$ cat src/rtl/id_inst_buffer_if.sv
// id_inst_buffer_if: fetch/decode handshake, branch and flush signals of the instruction buffer
interface id_inst_buffer_if #(parameter int DEPTH = 8);
    localparam int AW = $clog2(DEPTH);
    logic          if_valid_i;
    logic [31:0]   if_pc_i;
    logic [31:0]   if_inst_i;
    logic          if_ready_o;
    logic          id_valid_o;
    logic [31:0]   id_pc_o;
    logic [31:0]   id_inst_o;
    logic          id_in_delayslot_o;
    logic          id_ready_i;
    logic          branch_taken_i;
    logic [31:0]   branch_target_i;
    logic          flush_i;
    logic          redirect_o;
    logic [31:0]   redirect_addr_o;
    logic [AW:0]   count_o;
    modport slave (
        input  if_valid_i, if_pc_i, if_inst_i, id_ready_i, branch_taken_i, branch_target_i, flush_i,
        output if_ready_o, id_valid_o, id_pc_o, id_inst_o, id_in_delayslot_o, redirect_o,
               redirect_addr_o, count_o
    );
    modport master (
        output if_valid_i, if_pc_i, if_inst_i, id_ready_i, branch_taken_i, branch_target_i, flush_i,
        input  if_ready_o, id_valid_o, id_pc_o, id_inst_o, id_in_delayslot_o, redirect_o,
               redirect_addr_o, count_o
    );
endinterface

$ cat src/rtl/id_inst_buffer.sv
// id_inst_buffer: IF->ID FIFO of {pc, inst} with delay-slot retention, fetch redirect and flush
module id_inst_buffer #(
    parameter int DEPTH = 8
) (
    input logic             clk,
    input logic             rst,
    id_inst_buffer_if.slave bus
);
    localparam int AW = $clog2(DEPTH);

    typedef enum logic [1:0] {RUN, WAIT_DS, REDIR} state_t;

    state_t        state, nxt;
    logic [63:0]   mem [DEPTH];
    logic [AW-1:0] rd_ptr, wr_ptr;
    logic [AW:0]   count;
    logic [31:0]   target;
    logic          ds_pending, redirect;
    logic          full, empty, push, pop, take, keep, wr_en;

    always_comb begin
        full  = count == (AW+1)'(DEPTH);
        empty = count == '0;
        pop   = !empty & bus.id_ready_i;
        push  = bus.if_valid_i & !full & (state != REDIR);
        take  = pop & bus.branch_taken_i & (state == RUN);
        keep  = take & (count > (AW+1)'(1));
        wr_en = push & !keep & !bus.flush_i;
        nxt   = state == REDIR   ? RUN :
                state == WAIT_DS ? (push ? REDIR : WAIT_DS) :
                take             ? ((keep | push) ? REDIR : WAIT_DS) : RUN;
    end

    assign bus.if_ready_o                 = !full & (state != REDIR);
    assign bus.id_valid_o                 = !empty;
    assign {bus.id_pc_o, bus.id_inst_o}   = empty ? 64'h0 : mem[rd_ptr];
    assign bus.id_in_delayslot_o          = ds_pending & !empty;
    assign bus.redirect_o                 = redirect;
    assign bus.redirect_addr_o            = target;
    assign bus.count_o                    = count;

    always_ff @(posedge clk) begin
        if (wr_en) mem[wr_ptr] <= {bus.if_pc_i, bus.if_inst_i};
    end

    // A taken branch with entries behind it keeps only the delay slot at rd_ptr+1.
    always_ff @(posedge clk or negedge rst) begin
        if (!rst) begin
            state      <= RUN;
            count      <= '0;
            rd_ptr     <= '0;
            wr_ptr     <= '0;
            ds_pending <= 1'b0;
            redirect   <= 1'b0;
            target     <= '0;
        end else if (bus.flush_i) begin
            state      <= RUN;
            count      <= '0;
            rd_ptr     <= '0;
            wr_ptr     <= '0;
            ds_pending <= 1'b0;
            redirect   <= 1'b0;
        end else begin
            state    <= nxt;
            redirect <= nxt == REDIR;
            if (pop) begin
                rd_ptr     <= rd_ptr + AW'(1);
                ds_pending <= bus.branch_taken_i;
            end
            if (take) target <= bus.branch_target_i;
            if (keep) begin
                count  <= (AW+1)'(1);
                wr_ptr <= rd_ptr + AW'(2);
            end else begin
                if (push) wr_ptr <= wr_ptr + AW'(1);
                count <= count + (AW+1)'(push) - (AW+1)'(pop);
            end
        end
    end
endmodule

$ cat src/flat_wrapper.sv
// flat-port wrapper written by rule: the top's interface ports become plain ports
module id_inst_buffer_flat 
#(
    parameter int DEPTH = 8
)
  (clk, rst, bus_if_valid_i, bus_if_pc_i, bus_if_inst_i, bus_id_ready_i, bus_branch_taken_i, bus_branch_target_i, bus_flush_i, bus_if_ready_o, bus_id_valid_o, bus_id_pc_o, bus_id_inst_o, bus_id_in_delayslot_o, bus_redirect_o, bus_redirect_addr_o, bus_count_o);
  id_inst_buffer_if #(.DEPTH(DEPTH)) bus_i ();
  input logic clk;
  input logic rst;
  input wire logic [$bits(bus_i.if_valid_i)-1:0] bus_if_valid_i;
  input wire logic [$bits(bus_i.if_pc_i)-1:0] bus_if_pc_i;
  input wire logic [$bits(bus_i.if_inst_i)-1:0] bus_if_inst_i;
  input wire logic [$bits(bus_i.id_ready_i)-1:0] bus_id_ready_i;
  input wire logic [$bits(bus_i.branch_taken_i)-1:0] bus_branch_taken_i;
  input wire logic [$bits(bus_i.branch_target_i)-1:0] bus_branch_target_i;
  input wire logic [$bits(bus_i.flush_i)-1:0] bus_flush_i;
  output wire logic [$bits(bus_i.if_ready_o)-1:0] bus_if_ready_o;
  output wire logic [$bits(bus_i.id_valid_o)-1:0] bus_id_valid_o;
  output wire logic [$bits(bus_i.id_pc_o)-1:0] bus_id_pc_o;
  output wire logic [$bits(bus_i.id_inst_o)-1:0] bus_id_inst_o;
  output wire logic [$bits(bus_i.id_in_delayslot_o)-1:0] bus_id_in_delayslot_o;
  output wire logic [$bits(bus_i.redirect_o)-1:0] bus_redirect_o;
  output wire logic [$bits(bus_i.redirect_addr_o)-1:0] bus_redirect_addr_o;
  output wire logic [$bits(bus_i.count_o)-1:0] bus_count_o;
  assign bus_i.if_valid_i = bus_if_valid_i;
  assign bus_i.if_pc_i = bus_if_pc_i;
  assign bus_i.if_inst_i = bus_if_inst_i;
  assign bus_i.id_ready_i = bus_id_ready_i;
  assign bus_i.branch_taken_i = bus_branch_taken_i;
  assign bus_i.branch_target_i = bus_branch_target_i;
  assign bus_i.flush_i = bus_flush_i;
  assign bus_if_ready_o = bus_i.if_ready_o;
  assign bus_id_valid_o = bus_i.id_valid_o;
  assign bus_id_pc_o = bus_i.id_pc_o;
  assign bus_id_inst_o = bus_i.id_inst_o;
  assign bus_id_in_delayslot_o = bus_i.id_in_delayslot_o;
  assign bus_redirect_o = bus_i.redirect_o;
  assign bus_redirect_addr_o = bus_i.redirect_addr_o;
  assign bus_count_o = bus_i.count_o;
  id_inst_buffer #(.DEPTH(DEPTH)) u_core (.clk(clk), .rst(rst), .bus(bus_i));
endmodule
$ cat config.mk
export PLATFORM = sky130hd
export DESIGN_NAME = id_inst_buffer_flat
export DESIGN_NICKNAME = d
export VERILOG_FILES = /design/src/rtl/id_inst_buffer_if.sv /design/src/rtl/id_inst_buffer.sv /design/src/flat_wrapper.sv
export SDC_FILE = /design/constraint.sdc
export NUM_CORES = 1
export LEC_CHECK = 0
export ABC_AREA = 1
export CAP_MARGIN = 30
export CORE_UTILIZATION = 45
export DETAILED_ROUTE_END_ITERATION = 7
export DONT_BUFFER_PORTS = 1
export PLACE_DENSITY = 0.66
export SYNTH_ARGS = -nofsm -noshare
export SYNTH_HDL_FRONTEND = slang
export SYNTH_SLANG_ARGS = --single-unit
$ cat constraint.sdc
create_clock -name clk -period 12.1 [get_ports clk]
set_input_delay 1.815 -clock clk [delete_from_list [all_inputs] [get_ports clk]]
set_output_delay 1.815 -clock clk [all_outputs]
set_load 0.01 [all_outputs]
==> results of run 1 <==
==> metal layers <==
layer	routed length [um]	vias up
li1	-	6184
met1	20650	6537
met2	24350	434
met3	3890	59
met4	736	0
met5	0	-
==> cell type report <==
class / count / share of cell area (%)
Clock buffer: 80 / 6.434
Clock inverter: 27 / 0.8586
Inverter: 21 / 0.3577
Multi-Input combinational cell: 1019 / 20.27
Sequential cell: 558 / 67.52
Tap cell: 656 / 3.353
Timing Repair Buffer: 26 / 1.206
==> registers in the layout, indices dropped and copies added, names as in the netlist <==
name	count
u_core.mem	512
u_core.state	2
u_core.ds_pending	1
u_core.bus.redirect_addr_o	32
u_core.bus.redirect_o	1
u_core.rd_ptr	3
u_core.bus.count_o	4
u_core.wr_ptr	3
==> per-stage QoR <==
step	worst slack [ns]	hold slack, ns	cell area [um2]
6_report	6.652	0.5425	24480
5_1_grt	6.357	0.5815	24480
4_1_cts	6.187	0.5460	24430
3_5_place_dp	6.833	0.5325	22640
3_3_place_gp	6.761	0.5308	22570
2_1_floorplan	6.629	0.5041	22140
==> cells by family (layout without fill, tap and decap cells) <==
logic type	Yosys count	count (layout)	synth area share [%]
xor+xnor	4	4	0.1583
flops	558	558	74.66
compound gates	493	493	12.56
fa+ha+maj	9	9	0.5427
simple gates	513	513	8.875
buf+inv	137	154	3.205
==> power groups by stage <==
stage	combinational, mW	clock [mW]	sequential (mW)
global route	1.29	1.77	2.38
finish	1.14	1.66	2.37
CTS	1.15	1.70	2.37
global placement	1.11	0	2.40
floorplan	0.890	0	2.38
detailed placement	1.15	0	2.41
==> how the worst max path moves through the flow <==
stage	cells after the start	slack, ns	to
2_1_floorplan	4	6.63	u_core.mem[0][0]$_DFFE_PP_
3_3_place_gp	8	6.76	bus_id_pc_o[24]
3_5_place_dp	6	6.83	bus_id_pc_o[24]
4_1_cts	6	6.19	bus_id_pc_o[24]
5_1_grt	8	6.36	bus_id_pc_o[24]
6_report	8	6.65	bus_id_pc_o[24]
==> worst max-delay path: stages, from the launching register on <==
cell     delay (ns)
dfrtp_2        0.38
buf_4          0.36
inv_4          0.29
buf_4          0.51
buf_4          0.62
o21ai_0        0.20
o22ai_1        0.16
o21ai_0        0.10
nor2_1         0.37
==> layout by cell type (no fill, tap or decap), types with 2 or more instances in the layout <==
master | Yosys | layout
edfxtp_1 | 512 | 512
nor2_1 | 409 | 400
o21ai_0 | 314 | 314
nand2_1 | 84 | 84
o22ai_1 | 68 | 68
clkbuf_16 | 0 | 59
o21ai_1 | 44 | 44
dfrtp_1 | 46 | 44
o211ai_1 | 30 | 30
o211a_1 | 30 | 30
buf_4 | 12 | 20
clkbuf_1 | 53 | 19
inv_1 | 19 | 18
nand3_1 | 14 | 14
clkinv_1 | 0 | 11
clkinv_2 | 0 | 9
nor2_4 | 0 | 8
ha_1 | 8 | 8
a21oi_1 | 6 | 6
buf_16 | 0 | 4
inv_6 | 0 | 3
nor2_2 | 2 | 3
xor2_1 | 3 | 3
clkinv_8 | 0 | 2
bufinv_16 | 0 | 2
clkbuf_8 | 0 | 2
==> results.sh, run 1 <==
export IMPL_status="completed"
export IMPL_critPathLaunchType="register"
export IMPL_portBuffers=0
export IMPL_clk_pin_slew_ns=0.06
export IMPL_cts_resized=0
export IMPL_clock_skew_ns=0.01752
export IMPL_rows=80
export IMPL_worstSetupPathType="register to output pin"
export IMPL_grt_start_max_net_pins=193
export IMPL_ant_nets=0
export IMPL_ys_seq_elements=558
export IMPL_r2r_slack_ns=7.66
export IMPL_avgViaCountPerCell=5.536
export IMPL_layout_drive_gt1_share_pct=6.990
export IMPL_cts_hold_buffers_added=0
export IMPL_p_sw_mw=1.620
export IMPL_cts_sinks=558
export IMPL_reg2reg_to="u_core.mem[1][42]$_DFFE_PP_"
export IMPL_fmax_mhz=183.6
export IMPL_clkLatencyLatePin_ns=0.61
export IMPL_cts_buffers=57
export IMPL_tightest_slew_ns=0.9319
export IMPL_setup_violations=0
export IMPL_vias=13210
export IMPL_synthTopCellsByArea="edfxtp_1 (69%), o21ai_0 (7.1%), nor2_1 (6.9%)"
export IMPL_startpoint="u_core.rd_ptr[1]$_DFFE_PN0P_"
export IMPL_antenna_found_initial=1
export IMPL_drc=0
export IMPL_start_util_pct=45.97
export IMPL_hold_viol_final=0
export IMPL_gp_congestion=0.7523
export IMPL_postSynthAreaPerCell_um2=12.91
export IMPL_post_drt_wl_per_cell_um=20.79
export IMPL_htree_levels=2
export IMPL_grt_met1_usage_pct=24.99
export IMPL_post_cts_buffers=0
export IMPL_overflow=0
export IMPL_drt_pass1_iter_count=7
export IMPL_synth_cell_types=31
export IMPL_synth_nets=1825
export IMPL_grt_setup_unrepaired="false"
export IMPL_yosysWarnings=0
export IMPL_cts_buffer_depth=3
export IMPL_maxCapViolations=0
export IMPL_die_h_um=223.8
export IMPL_yosysSeqAreaShare_pct=74.66
export IMPL_min_delay_start="u_core.ds_pending$_DFFE_PN0P_"
export IMPL_yosysTopAreaCell="edfxtp_1"
export IMPL_grt_use_met3_pct=4.919
export IMPL_finalSetupTns_ns=0
export IMPL_hold_class="register to register"
export IMPL_p_clk_share_pct=32.1
export IMPL_dp_cells=2278
export IMPL_cts_root_buf="clkbuf_16"
export IMPL_grt_pass1_wl_mm=75.71
export IMPL_grt_use_total_pct=19.71
export IMPL_relSlewSlack_pct=37.72
export IMPL_p_leak_nw=8.372
export IMPL_synth_area_um2=22130
export IMPL_multi_input_area_um2=4962
export IMPL_synth_flop_cell="edfxtp_1"
export IMPL_switching_share_pct=31.33
export IMPL_ff2ff_path_depth=10
export IMPL_cts_tree="yes"
export IMPL_critical_path_required_ns=10.28
export IMPL_synth_edf_count=512
export IMPL_yosysTopAreaCellShare_pct=69.46
export IMPL_cp_end_kind="output pin"
export IMPL_r2r_start="u_core.bus.count_o[2]$_DFF_PN0_"
export IMPL_fin_crit_ns=5.448
export IMPL_grt_pass1_vias=13080
export IMPL_totalWireLength_mm=49.63
export IMPL_ios=206
export IMPL_grt_met2_usage_pct=33.49
export IMPL_power_frac_comb_pct=22.1
export IMPL_num_antenna_cells=0
export IMPL_cp_max_fo=71
export IMPL_hold_end="u_core.ds_pending$_DFFE_PN0P_"
export IMPL_final_util_pct=50.85
export IMPL_netlist_instances=1714
export IMPL_area_delta_synth_final_pct=10.60
export IMPL_regArea_um2=16530
export IMPL_yosysMostFrequentCell="edfxtp_1"
export IMPL_dp_hpwl_mm=25.31
export IMPL_min_period_over_period_pct=45.02
export IMPL_ir_drop_mv=0.1250
export IMPL_p_per_area_nw_per_um2=211.2
export IMPL_nets=1794
export IMPL_power_total_mw=5.172
export IMPL_drt_iter0_markers=1096
export IMPL_fillCellCount=3989
export IMPL_synthTopCellsByCount="edfxtp_1 (512), nor2_1 (409), o21ai_0 (314)"
export IMPL_stdcell_count=2387
export IMPL_hold_depth=2
export IMPL_fp_dieW_um=223.8
export IMPL_slew_viol_final=0
export IMPL_core_area_um2=48150
export IMPL_top_usage_layer="met2"
export IMPL_async_reset_ff_share_pct=8.244
export IMPL_fp_dieArea_um2=50080
export IMPL_intPower_mw=3.551
export IMPL_critPathArrivalTime_ns=3.63
export IMPL_pwr_share_seq_pct=45.8
No activity file was read; power rests on OpenSTA's default activity.
==> run 2: changes to the inputs <==
PLACE_DENSITY = 0.68   (was 0.66)
clock period = 4.5 ns   (was 12.1 ns; I/O delays follow)
==> run 2 against run 1 <==
Net effect: power grew to 2.7 times the previous value; sequential share of layout area down 0.33 points; largest cell class unchanged; clock power rose to 2.7 times the previous value; die area did not move; register-to-register slack got worse by 6.3 ns; critical path depth decreased by 2; clock skew is 0.0055 ns higher; sequential power increased to 2.7 times the previous value; hold slack lost 0.41 ns; critical endpoint is now bus_id_inst_o[0]; routed wire length down 0.16%; global-route usage about the same.
==> results.sh, run 2 (same netlist as run 1, synthesis figures left out) <==
export IMPL_avgViaCountPerCell=5.565
export IMPL_grt_met1_usage_pct=25.01
export IMPL_fmax_mhz=291.9
export IMPL_layout_drive_gt1_share_pct=7.279
export IMPL_maxCapViolations=0
export IMPL_cts_root_buf="clkbuf_16"
export IMPL_stdcell_count=2387
export IMPL_final_util_pct=51.10
export IMPL_grt_pass1_wl_mm=75.34
export IMPL_power_frac_comb_pct=22.7
export IMPL_fp_dieW_um=223.8
export IMPL_clkLatencyLatePin_ns=0.62
export IMPL_worstSetupPathType="register to output pin"
export IMPL_p_clk_share_pct=32.0
export IMPL_intPower_mw=9.520
export IMPL_gp_congestion=0.7194
export IMPL_regMostFlops="u_core.mem"
export IMPL_setup_violations=0
export IMPL_portBuffers=0
export IMPL_relSlewSlack_pct=42.75
export IMPL_fin_crit_ns=3.426
export IMPL_status="completed"
export IMPL_mostFrequentLayoutCell="edfxtp_1"
export IMPL_antenna_found_initial=0
export IMPL_grt_setup_unrepaired="false"
export IMPL_cpMostUsedCell="o21ai_0"
export IMPL_min_period_over_period_pct=76.12
export IMPL_core_area_um2=48150
export IMPL_dp_cells=2279
export IMPL_drt_pass1_iter_count=5
export IMPL_cts_buffer_depth=3
export IMPL_fp_dieArea_um2=50080
export IMPL_cts_sinks=558
export IMPL_startpoint="u_core.rd_ptr[0]$_DFFE_PN0P_"
export IMPL_grt_pass1_vias=13170
export IMPL_critPathArrivalTime_ns=2.75
export IMPL_dp_hpwl_mm=24.65
export IMPL_grt_use_met3_pct=5.325
export IMPL_hold_class="input pin to register"
export IMPL_crit_path_max_incr_delay_ns=0.54
export IMPL_critPathLaunchType="register"
export IMPL_p_leak_nw=8.391
export IMPL_start_util_pct=45.97
export IMPL_area_delta_synth_final_pct=11.15
export IMPL_ios=206
export IMPL_drt_iter0_markers=1185
export IMPL_drc=0
export IMPL_nets=1795
export IMPL_cts_resized=0
export IMPL_min_delay_start="bus_flush_i"
export IMPL_slew_viol_final=0
export IMPL_cts_tree="yes"
export IMPL_vias=13280
export IMPL_ant_nets=0
export IMPL_hold_viol_final=0
export IMPL_clk_pin_slew_ns=0.06
export IMPL_clock_skew_ns=0.02305
export IMPL_htree_levels=2
export IMPL_critical_path_required_ns=3.83
export IMPL_pwr_share_seq_pct=45.3
export IMPL_grt_start_max_net_pins=153
export IMPL_holdWs_ns=0.1368
export IMPL_r2r_start="u_core.bus.count_o[2]$_DFF_PN0_"
export IMPL_tightest_slew_ns=0.8588
export IMPL_cp_end_kind="output pin"
export IMPL_post_drt_wl_per_cell_um=20.76
export IMPL_switching_share_pct=31.83
export IMPL_p_per_area_nw_per_um2=567.6
export IMPL_fillCellCount=3993
export IMPL_ir_drop_mv=0.3190
export IMPL_num_antenna_cells=0
export IMPL_layout_common_cells="edfxtp_1 (512), nor2_1 (400), o21ai_0 (314), nand2_1 (84), o22ai_1 (68)"
export IMPL_overflow=0
export IMPL_grt_met2_usage_pct=32.59
export IMPL_grt_use_total_pct=19.70
export IMPL_totalWireLength_mm=49.55
export IMPL_top_usage_layer="met2"
export IMPL_worstPathCellList="inv_6 -> buf_4 -> o21ai_0 -> o22ai_1 -> o21ai_0 -> nor2_1"
export IMPL_die_h_um=223.8
export IMPL_p_sw_mw=4.445
export IMPL_cp_max_fo=100
export IMPL_largest_reg_flops=512
export IMPL_cts_buffers=56
export IMPL_critPathSlowestCell="inv_6"
export IMPL_rows=80
==> run 2: cell count changes in the layout (fill, tap and decap cells not counted), moves of 3 or more <==
| cell | before | now |
|---|---|---|
| clkinvlp_4 | 1 | 4 |
| clkbuf_1 | 19 | 8 |
| clkbuf_16 | 59 | 56 |
| clkinv_1 | 11 | 16 |
| clkinv_4 | 0 | 3 |
| buf_4 | 20 | 11 |
| buf_12 | 1 | 12 |
==> run 2: per-layer routing <==
layer / wire length (um) / up-vias
met5: 0 / -
met3: 4076 / 72
met4: 1199 / 0
met2: 23470 / 477
li1: - / 6190
met1: 20800 / 6544
==> run 2: power groups by stage <==
stage                     sequential, mW  clock, mW  combinational [mW]
after floorplan                     6.40          0                2.39
final                               6.33       4.46                3.17
after global placement              6.43          0                3.09
after global routing                6.37       4.74                3.56
after CTS                           6.33       4.55                3.20
after detailed placement            6.44          0                3.18
==> run 2: worst paths after layout <==
kind	slack, ns	end	cells past startpoint
max in group asynchronous	3.68	u_core.rd_ptr[1]$_DFFE_PN0P_	2
hold reg to reg	0.55	u_core.bus.redirect_addr_o[8]$_DFFE_PN0P_	2
min in group asynchronous	0.59	u_core.bus.count_o[3]$_DFF_PN0_	2
setup / recovery	1.07	bus_id_inst_o[0]	6
hold / removal	0.14	u_core.state[1]$_DFF_PN0_	1
setup reg to reg	1.41	u_core.mem[5][49]$_DFFE_PP_	9
==> run 2: final cells by class <==
class | instances | area [um2] | share of cell area, %
clock inverter | 41 | 340.3 | 1.383
inverter | 21 | 87.58 | 0.3560
tap | 656 | 820.8 | 3.336
multi-input combinational | 1019 | 4962 | 20.17
clock buffer | 64 | 1431 | 5.818
sequential | 558 | 16530 | 67.19
timing repair buffer | 28 | 430.4 | 1.749
==> run 2: timing repair <==
| item | 4_1_cts | 5_1_grt |
|---|---|---|
| hold endpoints to repair | 46 | 0 |
| hold buffers | 2 | 0 |
| setup buffers | 0 | 0 |
==> run 2: per-stage QoR <==
stage	power, mW	cell area [um2]	setup slack (ns)	TNS [ns]
floorplan	8.795	22140	-0.04804	-24.60
global placement	9.512	22720	1.465	0
detailed placement	9.617	22770	1.381	0
CTS	14.08	24580	1.015	0
global route	14.67	24600	0.8394	0
finish	13.96	24600	1.074	0
==> run 2: critical path, delay by kind of cell, from the launching register on <==
| kind | cells | cell delay (ns) |
|---|---|---|
| flops | 1 | 0.51 |
| buf+inv | 2 | 0.94 |
| compound gates | 3 | 0.32 |
| simple gates | 1 | 0.32 |
